--- src/rtl/uart_pkg.sv ---
// Shared constants and state encodings for the UART receiver and its echo transmitter.
package uart_pkg;

    localparam int   UART_CLKS_PER_BIT = 20;
    localparam int   DATA_BITS         = 8;
    localparam int   FRAME_BITS        = 11;
    localparam logic IDLE_LEVEL        = 1'b1;

    typedef enum logic [2:0] {
        RX_IDLE,
        RX_START,
        RX_DATA,
        RX_PARITY,
        RX_STOP
    } rx_state_e;

    typedef enum logic {
        TX_IDLE,
        TX_SHIFT
    } tx_state_e;

endpackage

--- src/rtl/uart_receive_if.sv ---
// Serial link and byte-side signals of the UART receiver, grouped for the host and the receiver.
interface uart_receive_if;
    import uart_pkg::*;

    logic                 rx_i;
    logic [DATA_BITS-1:0] data;
    logic                 ready;
    logic                 reset_ready;
    logic                 tx_o;

    modport master (output rx_i, output reset_ready, input data, input ready, input tx_o);
    modport slave  (input rx_i, input reset_ready, output data, output ready, output tx_o);
endinterface

--- src/rtl/uart_transmitter.sv ---
// UART transmitter: sends {start, data[0..7], data[8], stop}, each bit CLKS_PER_BIT cycles long.
module uart_transmitter
    import uart_pkg::*;
#(
    parameter int CLKS_PER_BIT = UART_CLKS_PER_BIT
) (
    input  logic           clk,
    input  logic           reset,
    input  logic [DATA_BITS:0] data,
    input  logic           send,
    output logic           busy,
    output logic           tx_o
);
    localparam int CW = $clog2(CLKS_PER_BIT);

    tx_state_e             state_q;
    logic [CW-1:0]         cnt_q;
    logic [3:0]            bit_q;
    logic [FRAME_BITS-1:0] shift_q;
    logic                  tx_q;

    always_ff @(posedge clk or negedge reset) begin
        if (!reset) begin
            state_q <= TX_IDLE;
            cnt_q   <= '0;
            bit_q   <= '0;
            shift_q <= '1;
            tx_q    <= IDLE_LEVEL;
        end else begin
            case (state_q)
                TX_IDLE: begin
                    if (send) begin
                        shift_q <= {IDLE_LEVEL, data, 1'b0};
                        tx_q    <= 1'b0;
                        cnt_q   <= CW'(CLKS_PER_BIT - 1);
                        bit_q   <= '0;
                        state_q <= TX_SHIFT;
                    end
                end
                TX_SHIFT: begin
                    if (cnt_q == '0) begin
                        if (bit_q == 4'(FRAME_BITS - 1)) begin
                            tx_q    <= IDLE_LEVEL;
                            state_q <= TX_IDLE;
                        end else begin
                            // shift_q[0] is the bit currently on the line
                            tx_q    <= shift_q[1];
                            shift_q <= {IDLE_LEVEL, shift_q[FRAME_BITS-1:1]};
                            bit_q   <= bit_q + 4'd1;
                            cnt_q   <= CW'(CLKS_PER_BIT - 1);
                        end
                    end else begin
                        cnt_q <= cnt_q - 1'b1;
                    end
                end
                default: state_q <= TX_IDLE;
            endcase
        end
    end

    assign busy = (state_q == TX_SHIFT);
    assign tx_o = tx_q;
endmodule

--- src/rtl/uart_receive.sv ---
// UART receiver (8E1) with sticky ready flag and echo of every good byte through uart_transmitter.
// Define UART_PARITY_CHECK_EN to reject frames whose parity bit is not the even parity of the data.
module uart_receive
    import uart_pkg::*;
#(
    parameter int CLKS_PER_BIT = UART_CLKS_PER_BIT
) (
    input logic           clk,
    input logic           reset,
    uart_receive_if.slave bus
);
    localparam int CW   = $clog2(CLKS_PER_BIT);
    localparam int HALF = CLKS_PER_BIT / 2;

    rx_state_e            state_q;
    logic                 rx_meta_q, rx_sync_q, rx_prev_q;
    logic [CW-1:0]        cnt_q;
    logic [2:0]           bit_q;
    logic [DATA_BITS-1:0] shift_q;
    logic [DATA_BITS-1:0] data_q;
    logic                 ready_q;
    logic                 frame_err_q;
    logic                 echo_pend_q;
    logic                 parity_ok;
    logic                 tx_busy;
    logic                 tx_send;

`ifdef UART_PARITY_CHECK_EN
    logic par_q;
    assign parity_ok = (par_q == ^shift_q);
`else
    assign parity_ok = 1'b1;
`endif

    // The transmitter frees exactly one frame after it started, so a pending echo waits for it.
    assign tx_send = echo_pend_q && !tx_busy;

    always_ff @(posedge clk or negedge reset) begin
        if (!reset) begin
            state_q     <= RX_IDLE;
            rx_meta_q   <= IDLE_LEVEL;
            rx_sync_q   <= IDLE_LEVEL;
            rx_prev_q   <= IDLE_LEVEL;
            cnt_q       <= '0;
            bit_q       <= '0;
            shift_q     <= '0;
            data_q      <= '0;
            ready_q     <= 1'b0;
            frame_err_q <= 1'b0;
            echo_pend_q <= 1'b0;
`ifdef UART_PARITY_CHECK_EN
            par_q       <= 1'b0;
`endif
        end else begin
            rx_meta_q <= bus.rx_i;
            rx_sync_q <= rx_meta_q;
            rx_prev_q <= rx_sync_q;
            // Later assignments in the FSM override these, so a new byte beats the clear.
            if (bus.reset_ready) ready_q <= 1'b0;
            if (tx_send) echo_pend_q <= 1'b0;
            case (state_q)
                RX_IDLE: begin
                    frame_err_q <= 1'b0;
                    if (rx_prev_q && !rx_sync_q) begin
                        cnt_q   <= CW'(HALF);
                        state_q <= RX_START;
                    end
                end
                RX_START: begin
                    if (cnt_q == '0) begin
                        cnt_q   <= CW'(CLKS_PER_BIT - 1);
                        bit_q   <= '0;
                        state_q <= rx_sync_q ? RX_IDLE : RX_DATA;
                    end else begin
                        cnt_q <= cnt_q - 1'b1;
                    end
                end
                RX_DATA: begin
                    if (cnt_q == '0) begin
                        shift_q <= {rx_sync_q, shift_q[DATA_BITS-1:1]};
                        bit_q   <= bit_q + 3'd1;
                        cnt_q   <= CW'(CLKS_PER_BIT - 1);
                        if (bit_q == 3'd7) state_q <= RX_PARITY;
                    end else begin
                        cnt_q <= cnt_q - 1'b1;
                    end
                end
                RX_PARITY: begin
                    if (cnt_q == '0) begin
`ifdef UART_PARITY_CHECK_EN
                        par_q   <= rx_sync_q;
`endif
                        cnt_q   <= CW'(CLKS_PER_BIT - 1);
                        state_q <= RX_STOP;
                    end else begin
                        cnt_q <= cnt_q - 1'b1;
                    end
                end
                RX_STOP: begin
                    if (cnt_q != '0) begin
                        cnt_q <= cnt_q - 1'b1;
                    end else if (!rx_sync_q) begin
                        frame_err_q <= 1'b1;
                    end else begin
                        if (!frame_err_q && parity_ok) begin
                            data_q      <= shift_q;
                            ready_q     <= 1'b1;
                            echo_pend_q <= 1'b1;
                        end
                        state_q <= RX_IDLE;
                    end
                end
                default: state_q <= RX_IDLE;
            endcase
        end
    end

    uart_transmitter #(.CLKS_PER_BIT(CLKS_PER_BIT)) u_echo_tx (
        .clk   (clk),
        .reset (reset),
        .data  ({^data_q, data_q}),
        .send  (tx_send),
        .busy  (tx_busy),
        .tx_o  (bus.tx_o)
    );

    assign bus.data  = data_q;
    assign bus.ready = ready_q;
endmodule

--- src/flat_wrapper.sv ---
// flat-port wrapper written by rule: the top's interface ports become plain ports
module uart_receive_flat import uart_pkg::*;
#(
    parameter int CLKS_PER_BIT = UART_CLKS_PER_BIT
)
  (clk, reset, bus_rx_i, bus_reset_ready, bus_data, bus_ready, bus_tx_o);
  uart_receive_if bus_i ();
  input logic clk;
  input logic reset;
  input wire logic [$bits(bus_i.rx_i)-1:0] bus_rx_i;
  input wire logic [$bits(bus_i.reset_ready)-1:0] bus_reset_ready;
  output wire logic [$bits(bus_i.data)-1:0] bus_data;
  output wire logic [$bits(bus_i.ready)-1:0] bus_ready;
  output wire logic [$bits(bus_i.tx_o)-1:0] bus_tx_o;
  assign bus_i.rx_i = bus_rx_i;
  assign bus_i.reset_ready = bus_reset_ready;
  assign bus_data = bus_i.data;
  assign bus_ready = bus_i.ready;
  assign bus_tx_o = bus_i.tx_o;
  uart_receive #(.CLKS_PER_BIT(CLKS_PER_BIT)) u_core (.clk(clk), .reset(reset), .bus(bus_i));
endmodule
--- config.mk ---
export PLATFORM = sky130hd
export DESIGN_NAME = uart_receive_flat
export DESIGN_NICKNAME = d
export VERILOG_FILES = /design/src/rtl/uart_pkg.sv /design/src/rtl/uart_receive_if.sv /design/src/rtl/uart_transmitter.sv /design/src/rtl/uart_receive.sv /design/src/flat_wrapper.sv
export SDC_FILE = /design/constraint.sdc
export NUM_CORES = 1
export LEC_CHECK = 0
export ABC_AREA = 1
export CAP_MARGIN = 20
export CORE_MARGIN = 2
export CORE_UTILIZATION = 59
export CTS_CLUSTER_SIZE = 25
export DETAILED_ROUTE_END_ITERATION = 8
export GPL_ROUTABILITY_DRIVEN = 0
export PLACE_DENSITY = 0.79
export SLEW_MARGIN = 20
export SYNTH_ARGS = -nofsm -noshare
export SYNTH_HDL_FRONTEND = slang
export SYNTH_SLANG_ARGS = --single-unit
--- constraint.sdc ---
create_clock -name clk -period 1.92 [get_ports clk]
set_input_delay 0.384 -clock clk [delete_from_list [all_inputs] [get_ports clk]]
set_output_delay 0.384 -clock clk [all_outputs]
set_load 0.01 [all_outputs]
# Word level (Yosys, flattened, before mapping)
# Index checks and enable logic that the tools add are counted.
# op_classes
add_sub_neg	4
mul	0
div_mod_pow	0
order_cmp	0
eq_ne	19
shift	0
muxes	49
bitwise	3
reduce_logical	22
# op_table
cell	count
$mux W11	3
$mux W5	6
$mux W3	9
$pmux W11 S2	1
$mux W1	18
$ne A2 B1 Y1 const B	9
$pmux W3 S5	1
$pmux W5 S3	1
$mux W4	3
$reduce_and A3 Y1	4
$logic_not A5 Y1	2
$pmux W5 S2	1
$sub A5 B1 Y5 const B	2
$pmux W4 S2	1
$reduce_xor A8 Y1	1
$reduce_and A7 Y1	1
$eq A3 B2 Y1 const B	2
$eq A3 B3 Y1 const B	2
$ne A2 B2 Y1 const B	3
$pmux W1 S2	3
$pmux W3 S2	1
$reduce_and A2 Y1	3
$reduce_bool A5 Y1	1
$add A4 B1 Y4 const B	1
other kinds (13)	18
# totals
regBits	55
latchBits	0
mem_bits_rw	0
rom_bits	0
out_inout_bits	10
elab_cells	113
n_memories	0

# Logic depth before layout (Yosys ltp)
# Gate-level depths: netlist of the first run.
# depth
depth_word	7
ltp_mapped	10
depth_no_buf	10

# Cells and area by module
# From an unflattened synthesis of the first run, not the netlist that was laid out.
# unflattened
hier_cells	335
hier_area_um2	2772.7
# modules_own_cells
mod	n_inst	cells_each	area_each_um2	seq_area_each_um2
uart_receive	1	188	1635.3	829.5
uart_transmitter	1	147	1137.3	513.0

# Worst setup path before layout of the first run
# OpenSTA, ideal clock, no wires.
# synth_path
path_kind	register to register
from	register u_core.u_echo_tx.bit_q[0]
to	register u_core.u_echo_tx.cnt_q[4]
setup_time_ns	0.119
t_arrival_ns	1.318
t_required_ns	1.801
slack_ns	0.483
stages_incl_launch_ff	9
cell_sequence	dfrtp_1 inv_1 ha_1 nand2_1 o21ai_0 nor2_1 nor2_2 buf_6 nand2_1
# synth_via
elab_chain_len	3
# synth_rtl
element	line_no	source
start: declaration	uart_transmitter.sv:18	logic [3:0] bit_q;
start signal: assignment	uart_transmitter.sv:49	bit_q <= bit_q + 4'd1;
$eq A4 B4 Y1	uart_transmitter.sv:42	if (bit_q == 4'(FRAME_BITS - 1)) begin
$ne A3 B3 Y1 (no line)	n/a	
$reduce_and A2 Y1 (no line)	n/a	
end signal: assignment	uart_transmitter.sv:35	cnt_q <= CW'(CLKS_PER_BIT - 1);
end signal: assignment	uart_transmitter.sv:50	cnt_q <= CW'(CLKS_PER_BIT - 1);
end signal: assignment	uart_transmitter.sv:53	cnt_q <= cnt_q - 1'b1;
end: declaration	uart_transmitter.sv:17	logic [CW-1:0] cnt_q;
# No other way between the ends.
# A chain may end at the register's enable or synchronous reset.

# Worst setup path after layout of the first run
# layout_path
from	register u_core.data_q[6], in the netlist u_core.bus.data[6]
to	output port bus_data[6]
# layout_rtl
element	line_no	source
start: declaration	uart_receive.sv:20	logic [DATA_BITS-1:0] data_q;
start signal: assignment	uart_receive.sv:106	data_q <= shift_q;
end: declaration	flat_wrapper.sv:12	output wire logic [$bits(bus_i.data)-1:0] bus_data;
# No word-level cell between the ends.

==> metrics, run 1 <==
Vias=1998; DIE HEIGHT=71.0 µm; Max Buffers Root-to-Sink=2; simple-gate area share of the yosys netlist=22.9%; crit-path leading delay family=buffers and inverters; skew final=0.00475 ns; Die ar.=5040 µm²; RSZ-0062 raised after global routing=no; post-route antenna net violation count=0; Synth Area in Compound Gates=12.1%; Required @ worst endpoint=1.54 ns; CP max stage cell=clkdlybuf4s50_1; Mapped Nets=329; IO Port Bufs=13; CP arrival=1.37 ns; total global-route track usage=19.7%; clock slew at reported path FFs=0.09 ns; Max-cap violations=0; Power Density=1220 nW/µm²; Initial Util=60.9%; endpoints failing setup=0; post-CTS resize count=0; final setup TNS=0 ns; n_diodes=0; CTS Buf Count=5; Buf/Inv on CP=1; routed wire length=4.45 mm; fill count=351; mux contribution to synthesized area=0.378%; drt drc=0; P_leak=1.40 nW; initial antenna violation count=0; GRT Residual Overflow=0; core area=4350 µm²; GR Util met2=33.5%; combinational family with the most area after synthesis=simple AND/OR/NAND/NOR gates; Seq/Total Area, Yosys=50.7%; footprint of the multi-input gates=1090 µm²; Critical Path Source=u_core.bus.data[6]$_DFFE_PN0P_; Clock Latency Late Sink=0.30 ns; Post-Synth Adder-Cell Area=3.31%; worst hold path class=primary input to async pin; worst stage delay on the critical path=0.58 ns; crit path max fanout=6; maximum vdd drop=631 µV; first-pass GRT wire length=7.99 mm; vias per cell=5.15; P&R area growth vs syn=9.96%; drt first-iter violations=109; setup ws final=0.165 ns; busiest grt layer=met2; dpl ws=0.299 ns; Routed WL per cell=11.5 µm; worst-margin pin slew=0.429 ns; relative slew slack=71.4%; number of distinct library cells after synthesis=32; Ports=14; Layout Nets=346; largest net degree at the start of global routing=54; Avg Cell Area, Syn=8.33 µm²; worst flop-to-flop path startpoint=u_core.u_echo_tx.cnt_q[0]$_DFFE_PN0P_; Pins Over Slew Limit=0; share of post-route cells with drive strength above 1=12.8%; Post-Synth XOR/XNOR Area=2.31%; CTS tree=yes; met3 usage=3.56%; crit path kind=flop to primary output; vias in the first global route=1878; H-tree depth=2; DPL Wire Length=3.24 mm; drt first pass iters=4; GR Util met1=25.6%; CP endpoint kind=primary output; Post-CTS Setup Inserts=0; Site Rows=24; mapped cell area=2650 µm²; Reg area=1340 µm²; flop and latch count out of synthesis=53; Die X-Extent=71.0 µm; status=complete, no violations; clk root buf=clkbuf_8; Sink Count=53; Final Hold Fails=0; Cell Chain, Critical Path=clkdlybuf4s50_1; post-route clock period utilization=91.4%; Ys Warns=0; Max Clock Freq=0.570 GHz; Critical Path Start Type=flop; hold_buf cts=0; Post-Syn Instances=318; Tmin final=1.75 ns
-- per-layer routing --
layer	up-vias	routed length, µm
li1	1032	-
met1	933	2130
met4	0	50
met3	5	121
met2	28	2150
met5	-	0
-- logic make-up (layout without fill, tap and decap cells) --
kind of cell,Yosys count,after routing
multiplexers,1,1
AND/OR/NAND/NOR,142,142
flip-flops,53,53
AO/OA/AOI/OAI,56,56
buffers and inverters,52,70
XOR/XNOR,7,7
adder cells (fa/ha/maj),7,7
-- final timing paths --
path,to,slack (ns),cells past startpoint
worst max-delay path,bus_data[6],0.17,1
worst min-delay path,u_core.u_echo_tx.cnt_q[0]$_DFFE_PN0P_,0.06,2
worst max register to register,u_core.u_echo_tx.bit_q[0]$_DFFE_PN0P_,0.28,8
worst min register to register,u_core.rx_sync_q$_DFF_PN1_,0.37,0
max in group asynchronous,u_core.u_echo_tx.shift_q[9]$_DFFE_PN1P_,1.58,2
min in group clk,u_core.rx_sync_q$_DFF_PN1_,0.37,0
-- per-stage QoR --
| step | power [W] | instances | hold slack, ns | utilization, % | instance area (µm²) |
|---|---|---|---|---|---|
| final | 0.00356 | 388 | 0.0597 | 66.9 | 2910 |
| after global routing | 0.00387 | 388 | 0.0897 | 66.9 | 2910 |
| after CTS | 0.00358 | 388 | 0.0675 | 66.9 | 2910 |
| after detailed placement | 0.00297 | 380 | 0.349 | 64.9 | 2830 |
| after global placement | 0.00292 | 380 | 0.348 | 64.9 | 2830 |
| after floorplan | 0.00267 | 318 | 0.0884 | - | 2650 |
-- synthesized netlist by cell type --
library cell / n / share of area, %
o21a_1: 1 / 0.28
nand3b_1: 1 / 0.28
a21oi_1: 6 / 1.1
nor3_1: 1 / 0.19
clkbuf_2: 1 / 0.19
nor3_2: 1 / 0.38
xnor2_1: 2 / 0.66
inv_2: 2 / 0.28
o21ai_2: 8 / 2.6
mux2i_1: 1 / 0.38
nand3_2: 1 / 0.38
nand4_1: 5 / 1.2
nand2_2: 1 / 0.24
nand4_4: 1 / 0.80
xor2_1: 5 / 1.7
o31ai_1: 1 / 0.28
nand2_1: 98 / 14
ha_1: 7 / 3.3
nor2_1: 20 / 2.8
buf_2: 1 / 0.19
o21ai_1: 11 / 2.1
clkbuf_1: 1 / 0.14
buf_6: 3 / 1.3
o22ai_1: 1 / 0.24
nor2_2: 2 / 0.47
dfstp_2: 13 / 13
o21ai_0: 27 / 5.1
nor2_4: 1 / 0.42
inv_1: 44 / 6.2
dfrtp_1: 40 / 38
a21oi_2: 1 / 0.33
nand3_1: 10 / 1.9
-- sequential cells by signal, indices dropped and copies added, names as in the netlist --
name	cells
u_core.u_echo_tx.tx_o	1
u_core.echo_pend_q	1
u_core.bit_q	3
u_core.cnt_q	5
u_core.state_q	3
u_core.bus.data	8
u_core.rx_prev_q	1
u_core.rx_meta_q	1
u_core.bus.ready	1
u_core.frame_err_q	1
u_core.u_echo_tx.shift_q	9
u_core.rx_sync_q	1
u_core.shift_q	8
u_core.u_echo_tx.bit_q	4
u_core.u_echo_tx.busy	1
u_core.u_echo_tx.cnt_q	5
-- where the power goes --
part / switching (W) / internal, W / total (W)
logic: 0.000793 / 0.000486 / 0.00128
clock network: 0.000355 / 0.000252 / 0.000607
registers: 0.000206 / 0.00146 / 0.00167
total: 0.00135 / 0.00220 / 0.00356
-- area by class of cell --
type,count,share of cell area (%)
Inverter,46,5.93
Tap cell,52,2.23
Sequential cell,53,46.1
Multi-Input combinational cell,213,37.3
Clock buffer,5,2.36
Clock inverter,3,0.601
Timing Repair Buffer,16,5.50
-- cell usage in the layout, fill, tap and decap left out, types with 2 or more instances in the layout --
master / synthesis / routed
dfstp_2: 13 / 13
nand4_1: 5 / 5
o21ai_0: 27 / 27
nor2_1: 20 / 20
clkdlybuf4s50_1: 0 / 12
clkbuf_8: 0 / 5
dfrtp_1: 40 / 40
buf_4: 0 / 2
nand2_1: 98 / 98
nand3_1: 10 / 10
inv_1: 44 / 44
xnor2_1: 2 / 2
xor2_1: 5 / 5
o21ai_2: 8 / 8
a21oi_1: 6 / 6
inv_2: 2 / 2
o21ai_1: 11 / 11
nor2_2: 2 / 2
ha_1: 7 / 7
clkinv_2: 0 / 2
Power figures use the tool's default switching activity.
==> run 2, diff against run 1 <==
--- a/config.mk
+++ b/config.mk
@@ -12,7 +12,7 @@
 export CTS_CLUSTER_SIZE = 25
 export DETAILED_ROUTE_END_ITERATION = 8
 export GPL_ROUTABILITY_DRIVEN = 0
-export PLACE_DENSITY = 0.79
+export PLACE_DENSITY = 0.9
 export SLEW_MARGIN = 20
 export SYNTH_ARGS = -nofsm -noshare
 export SYNTH_HDL_FRONTEND = slang
==> run 2 against run 1 <==
Non-clock buffer count is the same. Combinational power is essentially flat. Sequential share of layout area shrank 0.079 points. Sequential cell count is the same. Cell count is the same. Via count shrank 0.35%. Clock skew grew 0.0039 ns. Worst hold slack lost 0.0065 ns. Setup slack gained 0.0068 ns. Largest power group unchanged.
==> metrics, run 2 (same netlist as run 1, synthesis figures left out) <==
setup ws final=0.172 ns (was 0.165 ns); Final Hold Fails=0 (unchanged); commonest non-fill, non-tap cell in the layout=nand2_1 (unchanged); Ports=14 (unchanged); crit path max fanout=2 (was 6); switch share=37.7% (was 38.1%); share of post-route cells with drive strength above 1=12.5% (was 12.8%); clock slew at reported path FFs=0.09 ns (about the same); reg2reg path depth=9 (was 8); footprint of the multi-input gates=1090 µm² (unchanged); Reg power frac=46.6% (was 47.0%); largest net degree at the start of global routing=54 (unchanged); Max-cap violations=0 (unchanged); routed wire length=4.51 mm (was 4.45 mm); Critical Path Source=u_core.u_echo_tx.tx_o$_DFFE_PN1P_ (was u_core.bus.data[6]$_DFFE_PN0P_); fill count=310 (was 351); Int Pwr=0.00224 W (was 0.00220 W); max reg flops=9 (unchanged); GRT Residual Overflow=0 (unchanged); fin cells=388 (unchanged); Cell Chain, Critical Path=clkdlybuf4s50_1 (unchanged); skew final=0.00864 ns (was 0.00475 ns); Routed WL per cell=11.6 µm (was 11.5 µm); Clock Latency Late Sink=0.31 ns (was 0.30 ns); worst-margin pin slew=0.429 ns (about the same); CTS Buf Count=5 (unchanged); P&R area growth vs syn=10.2% (was 9.96%); most frequent cells in the layout=98 x nand2_1, 44 x inv_1, 40 x dfrtp_1 (unchanged); final setup TNS=0 ns (unchanged); Buf/Inv on CP=1 (unchanged); Vias=1991 (was 1998); Max Buffers Root-to-Sink=2 (unchanged); Crit. path cell count=1 (unchanged); initial antenna violation count=0 (unchanged); n_diodes=0 (unchanged); endpoints failing setup=0 (unchanged); drt first pass iters=4 (unchanged); first-pass GRT wire length=7.98 mm (was 7.99 mm); CP arrival=1.36 ns (was 1.37 ns); Power Total=0.00359 W (was 0.00356 W); Gate power share=35.8% (was 36.0%); Site Rows=24 (unchanged); reg2reg end=u_core.u_echo_tx.shift_q[9]$_DFFE_PN1P_ (was u_core.u_echo_tx.bit_q[0]$_DFFE_PN0P_); Post-CTS Setup Inserts=0 (unchanged); H-tree depth=2 (unchanged); hold_buf cts=0 (unchanged); R2R setup slack=0.23 ns (was 0.28 ns); maximum vdd drop=684 µV (was 631 µV); CTS tree=yes (unchanged); Pins Over Slew Limit=0 (unchanged); worst hold path class=primary input to async pin (unchanged); vias per cell=5.13 (was 5.15); total global-route track usage=20.0% (was 19.7%); clock power share=17.6% (was 17.1%); Sink Count=53 (unchanged); worst stage delay on the critical path=0.54 ns (was 0.58 ns); dpl ws=0.285 ns (was 0.299 ns); Reg area=1340 µm² (unchanged); CP endpoint kind=primary output (unchanged); largest register by flop count=u_core.u_echo_tx.shift_q (unchanged); CP max stage cell=dfstp_2 (was clkdlybuf4s50_1); Required @ worst endpoint=1.54 ns (about the same); Power Density=1230 nW/µm² (was 1220 nW/µm²); relative slew slack=71.4% (about the same); post-route antenna net violation count=0 (unchanged); Tmin final=1.75 ns (about the same); post-route clock period utilization=91.0% (was 91.4%); IO Port Bufs=13 (unchanged); Initial Util=60.9% (unchanged); clk root buf=clkbuf_8 (unchanged); DIE HEIGHT=71.0 µm (unchanged); P_leak=1.40 nW (about the same); placed cell count=380 (unchanged); Die X-Extent=71.0 µm (unchanged); drt drc=0 (unchanged); Critical Path Start Type=flop (unchanged); Layout Nets=346 (unchanged); switching power=0.00135 W (about the same); post-CTS resize count=0 (unchanged); Max Clock Freq=0.572 GHz (was 0.570 GHz); crit path kind=flop to primary output (unchanged); crit-path leading delay family=flip-flops (was buffers and inverters); Die ar.=5040 µm² (unchanged); RSZ-0062 raised after global routing=no (unchanged); final core utilization=67.0% (was 66.9%); worst setup path endpoint=bus_tx_o (was bus_data[6]); status=complete, no violations (unchanged); core area=4350 µm² (unchanged); worst flop-to-flop path startpoint=u_core.u_echo_tx.cnt_q[0]$_DFFE_PN0P_ (unchanged); vias in the first global route=1871 (was 1878); drt first-iter violations=103 (was 109); DPL Wire Length=3.19 mm (was 3.24 mm)
==> run 2: worst min-delay path by stage <==
| stage | start | end | slack [ns] | depth (start not counted) |
|---|---|---|---|---|
| detailed placement | u_core.rx_meta_q$_DFF_PN1_ | u_core.rx_sync_q$_DFF_PN1_ | 0.35 | 0 |
| global route | reset | u_core.cnt_q[4]$_DFFE_PN0P_ | 0.08 | 2 |
| finish | reset | u_core.u_echo_tx.cnt_q[2]$_DFFE_PN0P_ | 0.05 | 2 |
| CTS | reset | u_core.u_echo_tx.cnt_q[2]$_DFFE_PN0P_ | 0.07 | 2 |
| global placement | u_core.rx_meta_q$_DFF_PN1_ | u_core.rx_sync_q$_DFF_PN1_ | 0.35 | 0 |
| floorplan | reset | u_core.bit_q[0]$_DFFE_PN0P_ | 0.09 | 0 |
==> run 2: area by class of cell <==
type                       instances  share of cell area, %
multi-input combinational        213                   37.2
inverter                          46                   5.92
tap                               52                   2.23
timing repair buffer              16                   5.49
clock buffer                       6                   2.83
clock inverter                     2                  0.300
sequential                        53                   46.0
==> run 2: worst reg2reg max path: cells and delay by family, from the launching register on <==
kind / cells / cell delay, ns
simple gates: 5 / 0.65
flops: 1 / 0.38
buf+inv: 3 / 0.36
fa+ha+maj: 1 / 0.23
==> run 2: power groups by stage <==
stage | registers, W | logic (W) | clock network (W)
after global routing | 0.00172 | 0.00150 | 0.000691
final | 0.00167 | 0.00129 | 0.000630
after CTS | 0.00167 | 0.00129 | 0.000650
after global placement | 0.00167 | 0.00122 | 0
after detailed placement | 0.00169 | 0.00129 | 0
after floorplan | 0.00164 | 0.00102 | 0
==> run 2: per-stage QoR <==
step,instance area (µm²),hold slack (ns)
after floorplan,2650,0.0884
after global placement,2830,0.347
after detailed placement,2830,0.349
after CTS,2920,0.0650
after global routing,2920,0.0840
final,2920,0.0532
==> run 2: layer usage <==
| layer | global-route usage (%) | part of all wire [%] |
|---|---|---|
| met3 | 4.70 | 2.7 |
| met4 | 6.29 | 1.5 |
| met2 | 33.5 | 47 |
| met5 | 0 | 0 |
| met1 | 26.0 | 48 |
==> run 3, diff against run 2 <==
--- a/config.mk
+++ b/config.mk
@@ -13,7 +13,6 @@
 export DETAILED_ROUTE_END_ITERATION = 8
 export GPL_ROUTABILITY_DRIVEN = 0
 export PLACE_DENSITY = 0.9
-export SLEW_MARGIN = 20
 export SYNTH_ARGS = -nofsm -noshare
 export SYNTH_HDL_FRONTEND = slang
 export SYNTH_SLANG_ARGS = --single-unit
==> constraint.sdc (replaced) <==
create_clock -name clk -period 2 [get_ports clk]
set_input_delay 0.4 -clock clk [delete_from_list [all_inputs] [get_ports clk]]
set_output_delay 0.4 -clock clk [all_outputs]
set_load 0.01 [all_outputs]
==> run 3 against run 2 <==
Register-to-register slack improved by 0.11 ns. Combinational power about the same. Setup slack improved by 0.068 ns. Routed wire length grew 5.0%. Via count rose by 2.4%. Sequential cell count is the same. Power grew 3.0%. Global-route usage increased by 0.78 points. Design area rose by 1.3%. Largest cell class unchanged. Largest power group unchanged.
==> metrics, run 3 (same netlist as run 1, synthesis figures left out) <==
Crit. path cell count=1 (unchanged); cell area after layout=2960 µm² (was 2920 µm²); IO Port Bufs=13 (unchanged); CTS tree=yes (unchanged); RSZ-0062 raised after global routing=no (unchanged); Critical Path Start Type=flop (unchanged); Power Density=1250 nW/µm² (was 1230 nW/µm²); DIE HEIGHT=71.0 µm (unchanged); P&R area growth vs syn=11.6% (was 10.2%); Buf/Inv on CP=1 (unchanged); share of post-route cells with drive strength above 1=13.1% (was 12.5%); worst stage delay on the critical path=0.58 ns (was 0.54 ns); crit path kind=flop to primary output (unchanged); Sink Count=53 (unchanged); GRT Residual Overflow=0 (unchanged); Post-CTS Setup Inserts=0 (unchanged); crit-path leading delay family=buffers and inverters (was flip-flops); post-CTS resize count=0 (unchanged); total global-route track usage=20.8% (was 20.0%); endpoints failing setup=0 (unchanged); largest net degree at the start of global routing=26 (was 54); Final Hold Fails=0 (unchanged); worst flop-to-flop path startpoint=u_core.u_echo_tx.cnt_q[0]$_DFFE_PN0P_ (unchanged); final core utilization=67.9% (was 67.0%); worst-margin pin slew=0.536 ns (was 0.429 ns); post-route clock period utilization=88.0%; DP Area=2820 µm² (was 2830 µm²); DPL Wire Length=3.42 mm (was 3.19 mm); commonest non-fill, non-tap cell in the layout=nand2_1 (unchanged); max reg flops=9 (unchanged); Max Clock Freq=0.568 GHz; CP max stage cell=clkdlybuf4s50_1 (was dfstp_2); final setup TNS=0 ns (unchanged); H-tree depth=2 (unchanged); vias in the first global route=1995 (was 1871); Initial Util=60.9% (unchanged); Power Total=0.00369 W (was 0.00359 W); Ports=14 (unchanged); Max Buffers Root-to-Sink=2 (unchanged); R2R setup slack=0.34 ns (was 0.23 ns); Routed WL per cell=12.2 µm (was 11.6 µm); status=complete, no violations (unchanged); drt first-iter violations=114 (was 103); Required @ worst endpoint=1.60 ns (was 1.54 ns); reg2reg end=u_core.u_echo_tx.bit_q[0]$_DFFE_PN0P_ (was u_core.u_echo_tx.shift_q[9]$_DFFE_PN1P_); clock slew at reported path FFs=0.09 ns (about the same); hold_buf cts=0 (unchanged); Cell Chain, Critical Path=clkdlybuf4s50_1 (unchanged); drt first pass iters=5 (was 4); Max-cap violations=0 (unchanged); Die ar.=5040 µm² (unchanged); Clock Latency Late Sink=0.30 ns (was 0.31 ns); drt drc=0 (unchanged); worst hold path class=primary input to async pin (unchanged); Site Rows=24 (unchanged); crit path max fanout=6 (was 2); largest register by flop count=u_core.u_echo_tx.shift_q (unchanged); core area=4350 µm² (unchanged); routed wire length=4.74 mm (was 4.51 mm); hold_ws=0.0704 ns (was 0.0532 ns); P_leak=1.42 nW (was 1.40 nW); Die X-Extent=71.0 µm (unchanged); clk root buf=clkbuf_8 (unchanged); relative slew slack=64.3% (was 71.4%); Pins Over Slew Limit=0 (unchanged); vias per cell=5.24 (was 5.13); skew final=0.00281 ns (was 0.00864 ns); CP arrival=1.36 ns (about the same); first-pass GRT wire length=8.45 mm (was 7.98 mm); post-route antenna net violation count=0 (unchanged); CP endpoint kind=primary output (unchanged); Vias=2039 (was 1991); reg2reg path depth=8 (was 9); n_diodes=0 (unchanged); maximum vdd drop=881 µV (was 684 µV); initial antenna violation count=0 (unchanged); Tmin final=1.76 ns; fill count=308 (was 310); most frequent cells in the layout=98 x nand2_1, 44 x inv_1, 40 x dfrtp_1 (unchanged); CTS Buf Count=5 (unchanged); Layout Nets=347 (was 346)
==> run 3: cell count changes in the layout (fill, tap and decap cells not counted), sizes merged <==
| cell | previous run | this run |
|---|---|---|
| buf | 4 | 5 |
| bufinv | 0 | 2 |
| clkbuf | 6 | 5 |
| clkinv | 2 | 1 |
==> run 3: worst max-delay path by stage <==
stage	startpoint	end	slack [ns]
after detailed placement	u_core.u_echo_tx.cnt_q[0]$_DFFE_PN0P_	u_core.u_echo_tx.bit_q[0]$_DFFE_PN0P_	0.37
after floorplan	u_core.u_echo_tx.bit_q[0]$_DFFE_PN0P_	u_core.u_echo_tx.cnt_q[4]$_DFFE_PN0P_	0.56
after global routing	u_core.u_echo_tx.bit_q[0]$_DFFE_PN0P_	u_core.u_echo_tx.bit_q[0]$_DFFE_PN0P_	0.16
after global placement	u_core.u_echo_tx.bit_q[0]$_DFFE_PN0P_	u_core.u_echo_tx.bit_q[3]$_DFFE_PN0P_	0.46
after CTS	u_core.bus.data[7]$_DFFE_PN0P_	bus_data[7]	0.22
final	u_core.bus.data[6]$_DFFE_PN0P_	bus_data[6]	0.24
==> run 3: worst reg2reg max path, stage by stage (launching register included) <==
cell,delay (ns)
dfrtp_1,0.39
inv_1,0.11
ha_1,0.23
nand3b_1,0.17
nor2_1,0.25
nor2_2,0.06
buf_4,0.19
inv_1,0.08
a21oi_1,0.06
==> run 3: final cells by class <==
cell class | instances | area, µm² | share of cell area [%]
clock buffer | 5 | 68.8 | 2.33
clock inverter | 3 | 65.1 | 2.20
inverter | 46 | 173 | 5.84
multi-input combinational | 213 | 1090 | 36.8
sequential | 53 | 1340 | 45.4
tap | 52 | 65.1 | 2.20
timing repair buffer | 17 | 155 | 5.25
==> run 3: where the power goes <==
group	internal (W)	switching [W]
combinational	0.000470	0.000788
clock	0.000497	0.000334
sequential	0.00141	0.000200
total	0.00237	0.00132
==> run 3: per-layer routing <==
layer  track usage [%]  routed length, µm
met3              4.27                144
met5                 0                  0
met4              4.19                 34
met2              37.8               2380
met1              25.8               2180
==> run 3: through the flow <==
stage                     setup WS, ns  cells
final                            0.240    389
after global routing             0.162    389
after CTS                        0.224    389
after detailed placement         0.369    381
after global placement           0.463    381
after floorplan                  0.563    318
